## src/rtl/ai_i2s_wb_tx_fifo.sv

```systemverilog
// Wishbone classic slave buffering I2S transmit samples in a synchronous FIFO.
// Optional level/flag interrupt output enabled by defining AI_I2S_TX_IRQ_EN.
module ai_i2s_wb_tx_fifo #(
  parameter int DEPTH = 16,
  parameter int DW    = 32,
  localparam int LW   = $clog2(DEPTH) + 1
) (
  input  logic          wb_clk_i,
  input  logic          wb_rst_i,
  input  logic [31:0]   wb_adr_i,
  input  logic [1:0]    wb_bte_i,
  input  logic [2:0]    wb_cti_i,
  input  logic          wb_cyc_i,
  input  logic          wb_stb_i,
  input  logic          wb_we_i,
  input  logic          wb_sel_i,
  input  logic [31:0]   wb_dat_i,
  output logic [31:0]   wb_dat_o,
  output logic          wb_ack_o,
  output logic [DW-1:0] smp_data_o,
  output logic          smp_valid_o,
  input  logic          smp_ready_i
`ifdef AI_I2S_TX_IRQ_EN
  ,
  output logic          irq_o
`endif
);

  localparam int AW = $clog2(DEPTH);

  logic [DW-1:0] mem [DEPTH];
  logic [AW-1:0] wr_ptr, rd_ptr;
  logic [LW-1:0] level;
  logic          en, ovf, udf;
  logic [7:0]    thresh;

  logic        req, wr, rd;
  logic        a_ctrl, a_stat, a_tx;
  logic        empty, full, flush, push, push_ok, pop;
  logic        ovf_set, udf_set, ovf_clr, udf_clr;
  logic [31:0] rdata;
  logic        unused_ok;

  assign unused_ok = ^{wb_bte_i, wb_cti_i, wb_adr_i[31:4], wb_adr_i[1:0]};

  // Transactions commit on the edge that raises the ack.
  assign req    = wb_cyc_i & wb_stb_i & ~wb_ack_o;
  assign wr     = req & wb_we_i & wb_sel_i;
  assign rd     = req & ~wb_we_i;
  assign a_ctrl = (wb_adr_i[3:2] == 2'd0);
  assign a_stat = (wb_adr_i[3:2] == 2'd1);
  assign a_tx   = (wb_adr_i[3:2] == 2'd2);

  assign empty   = (level == '0);
  assign full    = (level == LW'(DEPTH));
  assign flush   = wr & a_ctrl & wb_dat_i[1];
  assign push    = wr & a_tx;
  assign push_ok = push & ~full;

  assign smp_valid_o = en & ~empty;
  assign smp_data_o  = empty ? '0 : mem[rd_ptr];
  assign pop         = smp_valid_o & smp_ready_i & ~flush;

  assign ovf_set = push & full;
  assign udf_set = en & smp_ready_i & empty;
  assign ovf_clr = wr & a_stat & wb_dat_i[2];
  assign udf_clr = wr & a_stat & wb_dat_i[3];

`ifndef AI_I2S_TX_IRQ_EN
  assign thresh = 8'd0;
`endif

  always_comb begin
    rdata = '0;
    case (wb_adr_i[3:2])
      2'd0: begin
        rdata[0]    = en;
        rdata[15:8] = thresh;
      end
      2'd1: begin
        rdata[0]          = empty;
        rdata[1]          = full;
        rdata[2]          = ovf;
        rdata[3]          = udf;
        rdata[LW+15:16]   = level;
      end
      default: rdata = '0;
    endcase
  end

  always_ff @(posedge wb_clk_i) begin
    if (wb_rst_i) begin
      wb_ack_o <= 1'b0;
      wb_dat_o <= '0;
      en       <= 1'b0;
      ovf      <= 1'b0;
      udf      <= 1'b0;
      wr_ptr   <= '0;
      rd_ptr   <= '0;
      level    <= '0;
    end else begin
      wb_ack_o <= req;
      wb_dat_o <= rd ? rdata : 32'd0;
      if (wr & a_ctrl) en <= wb_dat_i[0];
      // Set wins over a same-cycle W1C.
      ovf <= ovf_set | (ovf & ~ovf_clr);
      udf <= udf_set | (udf & ~udf_clr);
      if (flush) begin
        wr_ptr <= '0;
        rd_ptr <= '0;
        level  <= '0;
      end else begin
        if (push_ok) wr_ptr <= wr_ptr + 1'b1;
        if (pop)     rd_ptr <= rd_ptr + 1'b1;
        case ({push_ok, pop})
          2'b10:   level <= level + 1'b1;
          2'b01:   level <= level - 1'b1;
          default: level <= level;
        endcase
      end
    end
  end

  always_ff @(posedge wb_clk_i) begin
    if (push_ok) mem[wr_ptr] <= wb_dat_i[DW-1:0];
  end

`ifdef AI_I2S_TX_IRQ_EN
  logic [15:0] level_ext, thresh_ext;
  assign level_ext  = 16'(level);
  assign thresh_ext = 16'(thresh);

  always_ff @(posedge wb_clk_i) begin
    if (wb_rst_i) begin
      thresh <= 8'd0;
      irq_o  <= 1'b0;
    end else begin
      if (wr & a_ctrl) thresh <= wb_dat_i[15:8];
      irq_o <= (en & (level_ext <= thresh_ext)) | ovf | udf;
    end
  end
`endif

endmodule

```

## config.mk

```make
export PLATFORM = sky130hd
export DESIGN_NAME = ai_i2s_wb_tx_fifo
export DESIGN_NICKNAME = d
export VERILOG_FILES = /design/src/rtl/ai_i2s_wb_tx_fifo.sv
export SDC_FILE = /design/constraint.sdc
export NUM_CORES = 1
export LEC_CHECK = 0
export CAP_MARGIN = 10
export CORE_MARGIN = 4
export CORE_UTILIZATION = 45
export DETAILED_ROUTE_END_ITERATION = 6
export HOLD_SLACK_MARGIN = 0.05
export PLACE_DENSITY = 0.63
export SLEW_MARGIN = 30
export SYNTH_ARGS = -nofsm -noshare
export SYNTH_HDL_FRONTEND = slang
export SYNTH_SLANG_ARGS = --single-unit
```

## constraint.sdc

```tcl
create_clock -name wb_clk_i -period 13.51 [get_ports wb_clk_i]
set_input_delay 3.3775 -clock wb_clk_i [delete_from_list [all_inputs] [get_ports wb_clk_i]]
set_output_delay 3.3775 -clock wb_clk_i [all_outputs]
set_load 0.05 [all_outputs]
```

# Yosys cells after proc, flatten, opt, wreduce, memory -nomap -nowiden
# Memories as Yosys holds them, arrays and structs flattened. A register that Yosys moved wholly into a read port is not among the register bits.
# Index checks and enable logic that the tools add are counted.
[op_classes] muxes=7 addsub=4 eq_ne=5 n_bitwise=31 n_reduce_logical=6
[ops] op="two-way mux 32 bit" count=1
[ops] op="AND 1 bit" count=20
[ops] op="one-hot mux 5 bit (2 select lines)" count=1
[ops] op="NOT 1 bit" count=9
[ops] op="adder 4 x 1 -> 4 bit, second input constant" count=2
[ops] op="two-way mux 4 bit" count=2
[ops] op="adder 5 x 1 -> 5 bit, second input constant" count=1
[ops] op="== test 5 bit, second input constant" count=1
[ops] op="zero test 5 bit" count=1
[ops] op="subtractor 5 x 1 -> 5 bit, second input constant" count=1
[ops] op="== test 2 x 1 -> 1 bit, second input constant" count=2
[ops] op="== test 2 bit, second input constant" count=2
[ops] op="OR reduction 2 bit" count=2
[ops] op="OR reduction 3 bit" count=1
[ops] op="zero test 2 bit" count=1
[ops] op="two-way mux 1 bit" count=2
[ops] op="OR 1 bit" count=2
[ops] op="one-hot mux 1 bit (2 select lines)" count=1
[ops] op="nonzero test 2 bit" count=1
[totals] word_cells=64 register_bits=49 ramBits=512 mem_count=1
[mem_list] memory="mem" words=16 word_bits=32 read_ports=1 rd_ports_with_merged_regs=1 write_ports=1 line_no="31" source="logic [DW-1:0] mem [DEPTH];"

# Longest topological paths before layout
# Gate-level depths: netlist (run 1).
[logic_depth] word_depth=10 mapped_depth=15 mapped_depth_nobuf=12

# Least setup slack after synthesis (run 1)
# Ideal clock, no wire load.
[synth_path] path_kind="input to register" startpoint="input wb_stb_i" endpoint="memory mem[0][0] (enable)" arrival_ps=6474 cell_stages=6 setup_slack_ps=6575 setup_ps=461 path_cell_list="nand3b_1 -> nor2_1 -> and3_1 -> clkbuf_1 -> nand2_1 -> nor3_1"
[synth_via] elab_chain_cells=8
[synth_lines] item="start, declared" line_no="14" source="input logic wb_stb_i,"
[synth_lines] item="AND 1 bit (2 in a row)" line_no="47" source="assign req = wb_cyc_i & wb_stb_i & ~wb_ack_o;"
[synth_lines] item="AND 1 bit (2 in a row)" line_no="48" source="assign wr = req & wb_we_i & wb_sel_i;"
[synth_lines] item="AND 1 bit" line_no="57" source="assign push = wr & a_tx;"
[synth_lines] item="AND 1 bit" line_no="58" source="assign push_ok = push & ~full;"
[synth_lines] item="two-way mux 1 bit" line_no="125" source="if (push_ok) mem[wr_ptr] <= wb_dat_i[DW-1:0];"
[synth_lines] item="two-way mux 1 bit (not written as such)" line_no="125"
[synth_lines] item="end, declared" line_no="31"
# Every way passes these cells.

==> out/metrics.cfg, run 1 <==
[synthesis]
syn_inst=950
syn-cell-area_um2=21000
synth-seq-cells=542
ys_warn_count=0
synth-edff-count=512
synth_area_per_cell_um2=22.1
ys.flop_type=edfxtp_1
ys_seq_area_share_pct=75.9
synthDistinctLibCells=46
async_reset_ff_share_pct=0

[die]
ioPinCount=142
start_util_pct=46.0
dieArea_um2=50300
coreArea_um2=45800
die_x_um=224
placementRows=78
die_h_um=224

[cells_and_area]
multi_input_area_um2=4860
area_growth_pct=15.8
final_cells=1710
final_cell_mix=512 x edfxtp_1, 160 x mux4_2, 83 x clkdlybuf4s50_1
antennaDiodeCount=0
final_common_cell=edfxtp_1
fillers=3576
regArea_um2=16000
layout-drive-gt1-share_pct=25.1
num-nets-final=1149

[clock_network]
cts_setup_buffers=0
clk_pin_slew_ns=0.06
cts.htree.levels=2
cts_tree=built
cts_root_buffer=clkbuf_16
cts.path.max_buffers=3
cts_hold_buf=0
cts-resized-gates=0
cts_made_buffers=54
clock-sinks=542
clock_latency_ns=0.60

[sta]
fmaxAchievable_mhz=136
relSlewSlack_pct=42.3
final.setup.tns_ns=0
grt_setup_unrepaired=no
fin_crit_sh_pct=54.5
slew_violations=0
setup_ws_ns=6.15
min_period_ns=7.36
setup_violations=0
hold_viol_final=0
hold_slack_ns=0.481
finClkSkew_ns=0.0238
worst_pin_slew_ns=0.865

[place]
dp_hpwl_mm=23.4
place_inst=1609
pre_cts_ws_ns=6.58
place.gp.congestion=0.749
port_buffers=83

[setup_path]
cp_slowest_cell=clkdlybuf4s50_1
path_cells=buf_6, mux4_2, mux4_2, nor2b_1, clkdlybuf4s50_1
crit_path_end_kind=output port
required_ns=10.13
startpoint_type=register
worst_path_most_repeated_cell=mux4_2
slowest_delay_ns=0.72
crit_path_max_fanout=50
critPathKind=register to output port
critPathArrivalTime_ns=3.98

[global_route]
antenna_found_initial=0
grt_overflow_total=0
grt_first_pass_wirelength_mm=65.2
grt_pass1_vias=10200
grt_usage_pct=17.4
grt_max_degree=52

[power]
p_leak_nw=7.41
p_per_area_nw_per_um2=137
vdd_drop_max_mv=0.104

[min_path]
hold_path.class=register to register

[detailed_routing]
wirelength_mm=43.7
drtPass1Iterations=5
vias_per_cell=5.62
antenna_left=0
drt-initial-drc-count=825
via_count=9614
drc=0
routedWlPerCell_um=25.6

[status]
status=finished clean

[run]
maxCapViolCount=0

[state kept, by name, summed over array words and instances (netlist names), named ones only]
register and flops:
rd_ptr 4, wb_dat_o 9, level 5, udf 1, mem 512, wr_ptr 4, ovf 1, en 1
wb_ack_o 1
[final cells by class]
| type | count | share of cell area, % |
|---|---|---|
| Timing Repair Buffer | 109 | 4.23 |
| Clock buffer | 73 | 5.93 |
| Multi-Input combinational cell | 352 | 20.0 |
| Tap cell | 600 | 3.08 |
| Clock inverter | 28 | 1.09 |
| Sequential cell | 542 | 65.6 |
| Inverter | 6 | 0.0924 |
[per-stage QoR]
step / instance area [um^2] / power, mW / utilization [%]
floorplan: 21100 / 1.90 / -
global placement: 22600 / 1.93 / 49.5
detailed placement: 22600 / 1.93 / 49.5
CTS: 24300 / 3.37 / 53.2
global route: 24400 / 3.45 / 53.2
finish: 24400 / 3.34 / 53.2
[final timing paths]
check                           cells past startpoint  slack, ns                    end                   from
worst max-delay path                                5       6.15          smp_data_o[5]               register
worst min-delay path                                2       0.48         udf$_SDFF_PP0_         udf$_SDFF_PP0_
worst max register to register                     11      10.08  level[2]$_SDFFE_PP0P_  level[1]$_SDFFE_PP0P_
worst min register to register                      2       0.48         udf$_SDFF_PP0_         udf$_SDFF_PP0_
[critical path: cells and delay by family (launching register included)]
| family | cells | cell delay, ns |
|---|---|---|
| buffers and inverters | 2 | 1.38 |
| DFF | 1 | 0.70 |
| muxes | 2 | 1.12 |
| and+or+nand+nor | 1 | 0.15 |
[layer usage]
layer / up-vias / part of all wire, % / track usage [%]
met5: - / 0 / 0
met2: 252 / 51 / 29.3
met4: 0 / 1.7 / 4.33
met3: 59 / 4.9 / 2.79
li1: 4154 / - / -
met1: 5149 / 42 / 24.3
[logic make-up after synthesis]
family	count (synthesis)	synth area share, %
other	1	0.0178
and+or+nand+nor	125	3.28
DFF	542	75.9
buffers and inverters	78	1.95
muxes	163	17.3
adders and majority gates	8	0.476
xor gates and xnor gates	8	0.333
AOI/OAI and AO/OA	25	0.755
[report_power, final]
group          total [mW]  switching (mW)  internal (mW)
Combinational      0.0575          0.0434         0.0140
Sequential           1.84        0.000380           1.84
Clock                1.45           0.603          0.844
Total                3.34           0.647           2.69
[synthesized netlist by cell type (2+ instances only)]
cell	count	area share, %
edfxtp_1	512	73
mux4_2	160	17
nor2b_1	34	1.0
nor2_1	31	0.55
dfxtp_1	30	2.9
buf_4	26	0.93
clkbuf_1	20	0.36
buf_2	16	0.38
and3_1	13	0.39
nand2_1	13	0.23
buf_1	10	0.18
a21oi_1	8	0.19
ha_1	8	0.48
inv_1	6	0.11
nand3_1	6	0.14
nor3_1	6	0.14
o21ai_0	6	0.14
xor2_1	6	0.25
mux2i_1	3	0.14
nand4_1	3	0.089
nor3b_1	3	0.11
and4_1	2	0.083
nand2b_1	2	0.059
nand3b_1	2	0.071
nor4_1	2	0.059
xnor2_1	2	0.083
Power figures use the tool's default switching activity.
==> inputs of run 2 (changes only) <==
==> constraint.sdc (replaced) <==
create_clock -name wb_clk_i -period 7.2 [get_ports wb_clk_i]
set_input_delay 1.8 -clock wb_clk_i [delete_from_list [all_inputs] [get_ports wb_clk_i]]
set_output_delay 1.8 -clock wb_clk_i [all_outputs]
set_load 0.05 [all_outputs]
==> run 2 against run 1 <==
Global-route usage increased by 0.053 points. Design area increased by 1.0%. Combinational power increased by 88%. Worst hold slack improved by 0.022 ns. Non-clock buffer count increased by 8. Die area unchanged. Register-to-register slack got worse by 6.2 ns. Setup slack got worse by 4.6 ns. Wire length decreased by 0.78%. Critical path type unchanged. Largest cell class unchanged.
==> out/metrics.cfg, run 2 (synthesized netlist as in run 1, its figures left out) <==
[sta]
min_period_ns=5.68
hold_viol_final=0  ; unchanged
worst_pin_slew_ns=0.925  ; +0.0600 ns
slew_violations=0  ; unchanged
grt_setup_unrepaired=no
fmaxAchievable_mhz=176
relSlewSlack_pct=38.2  ; -4.1 points
setup_violations=0  ; unchanged
final.setup.tns_ns=0  ; unchanged
fin_crit_sh_pct=78.9
setup_ws_ns=1.52  ; -4.63 ns
finClkSkew_ns=0.00917  ; -0.0147 ns

[setup_path]
crit_path_max_fanout=29  ; -42%
worst_path_most_repeated_cell=mux4_2
r2r_slack_ns=3.87  ; -6.21 ns
path_cells=buf_4, mux4_2, mux4_2, nor2b_1, clkdlybuf4s50_1
startpoint_type=register
critPathKind=register to output port
slowest_delay_ns=0.72  ; about the same
r2r_cells=11  ; unchanged
cp_slowest_cell=clkdlybuf4s50_1
required_ns=5.40  ; -4.73 ns
crit_path_end_kind=output port
critPathArrivalTime_ns=3.88  ; -0.10 ns
rr_endpoint=level[2]$_SDFFE_PP0P_
timing.rr.start=level[1]$_SDFFE_PP0P_

[clock_network]
cts-resized-gates=0  ; unchanged
cts_root_buffer=clkbuf_16
cts_made_buffers=53  ; -1.9%
clock_latency_ns=0.59  ; about the same
clock-sinks=542  ; unchanged
cts.htree.levels=2  ; unchanged
cts_tree=built
cts_hold_buf=0  ; unchanged
cts_setup_buffers=0  ; unchanged
clk_pin_slew_ns=0.06  ; about the same
cts.path.max_buffers=3  ; unchanged

[power]
p_per_area_nw_per_um2=257  ; +88%
p_leak_nw=7.53  ; +1.7%
vdd_drop_max_mv=0.207  ; +99%

[cells_and_area]
num-nets-final=1156  ; +0.61%
antennaDiodeCount=0  ; unchanged
reg.largest.list=mem x512, wb_dat_o x9, level x5
area_growth_pct=17.0
final_cell_mix=512 x edfxtp_1, 160 x mux4_2, 83 x clkdlybuf4s50_1
utilization_pct=53.8  ; +0.54 points
layout-drive-gt1-share_pct=26.7  ; +1.6 points
regMostFlops=mem
largest_register_ff_count=512  ; unchanged
final_common_cell=edfxtp_1

[global_route]
grt_overflow_total=0  ; unchanged
grt_first_pass_wirelength_mm=65.6  ; +0.52%
grt_max_degree=55  ; +5.8%
antenna_found_initial=0  ; unchanged
grt_pass1_vias=10100  ; -0.79%
grt_usage_pct=17.5  ; +0.053 points

[min_path]
worstHoldPathCells=2  ; unchanged
hold_path.class=register to register
whs_endpoint=ovf$_SDFF_PP0_
min_from=ovf$_SDFF_PP0_

[die]
placementRows=78  ; unchanged
ioPinCount=142  ; unchanged
dieArea_um2=50300  ; unchanged
die_x_um=224  ; unchanged
die_h_um=224  ; unchanged
coreArea_um2=45800  ; unchanged
start_util_pct=46.0  ; unchanged

[detailed_routing]
wirelength_mm=43.4  ; -0.78%
drtPass1Iterations=5  ; unchanged
routedWlPerCell_um=25.3  ; -1.1%
vias_per_cell=5.62  ; about the same
drc=0  ; unchanged
via_count=9643  ; +0.30%
antenna_left=0  ; unchanged
drt-initial-drc-count=848  ; +2.8%

[place]
pre_cts_ws_ns=1.89  ; -4.70 ns
port_buffers=83  ; unchanged
dp_hpwl_mm=24.6  ; +5.0%
place.gp.congestion=0.746  ; -0.33%

[status]
status=finished clean

[run]
maxCapViolCount=0  ; unchanged

==> run 2: cell types whose count changed in the layout (fill, tap and decap cells not counted), sizes merged <==
| cell | before | now |
|---|---|---|
| clkinvlp | 0 | 2 |
| bufinv | 5 | 7 |
| buf | 26 | 34 |
| clkinv | 21 | 27 |
| clkbuf | 73 | 61 |
==> run 2: where the power goes <==
group	total (mW)	internal [mW]	switching, mW
clock	2.78	1.64	1.14
sequential	3.45	3.45	0.000717
combinational	0.108	0.0267	0.0810
==> run 2: stage by stage <==
step | cells | hold WS, ns | total power [mW] | area, um^2
after global placement | 1611 | 0.466 | 3.62 | 22700
after floorplan | 972 | 0.444 | 3.57 | 21100
after detailed placement | 1617 | 0.486 | 3.62 | 22800
final | 1716 | 0.503 | 6.33 | 24600
after CTS | 1716 | 0.496 | 6.39 | 24600
after global routing | 1716 | 0.528 | 6.54 | 24600
==> run 2: per-layer routing <==
layer	vias to the layer above	GRT usage, %	part of all wire [%]
li1	4167	-	-
met1	5158	24.8	43
met2	259	29.0	50
met3	59	3.08	5.2
met4	0	3.91	1.8
met5	-	0	0
==> run 2: layout make-up <==
| class | count | area [um^2] |
|---|---|---|
| inverter | 6 | 22.5 |
| timing repair buffer | 117 | 1230 |
| clock buffer | 61 | 1400 |
| multi-input combinational | 352 | 4860 |
| fill | 3475 | 21200 |
| sequential | 542 | 16000 |
| tap | 600 | 751 |
| clock inverter | 38 | 362 |
==> run 2: worst max-delay path, delay by kind of cell, from the launching register on <==
family        cells  cell delay (ns)
buf+inv           2             1.32
simple gates      1             0.19
mux               2             1.07
flops             1             0.68
==> run 2: how the worst max path moves through the flow <==
stage	start	to	slack [ns]	cells after the start
after global routing	register	smp_data_o[27]	1.32	5
after CTS	register	smp_data_o[27]	1.43	5
final	register	smp_data_o[27]	1.52	5
after global placement	wb_dat_i[1]	level[2]$_SDFFE_PP0P_	1.97	11
after detailed placement	wb_dat_i[1]	level[2]$_SDFFE_PP0P_	1.89	11
after floorplan	wb_stb_i	mem[0][0]$_DFFE_PP_	1.84	6
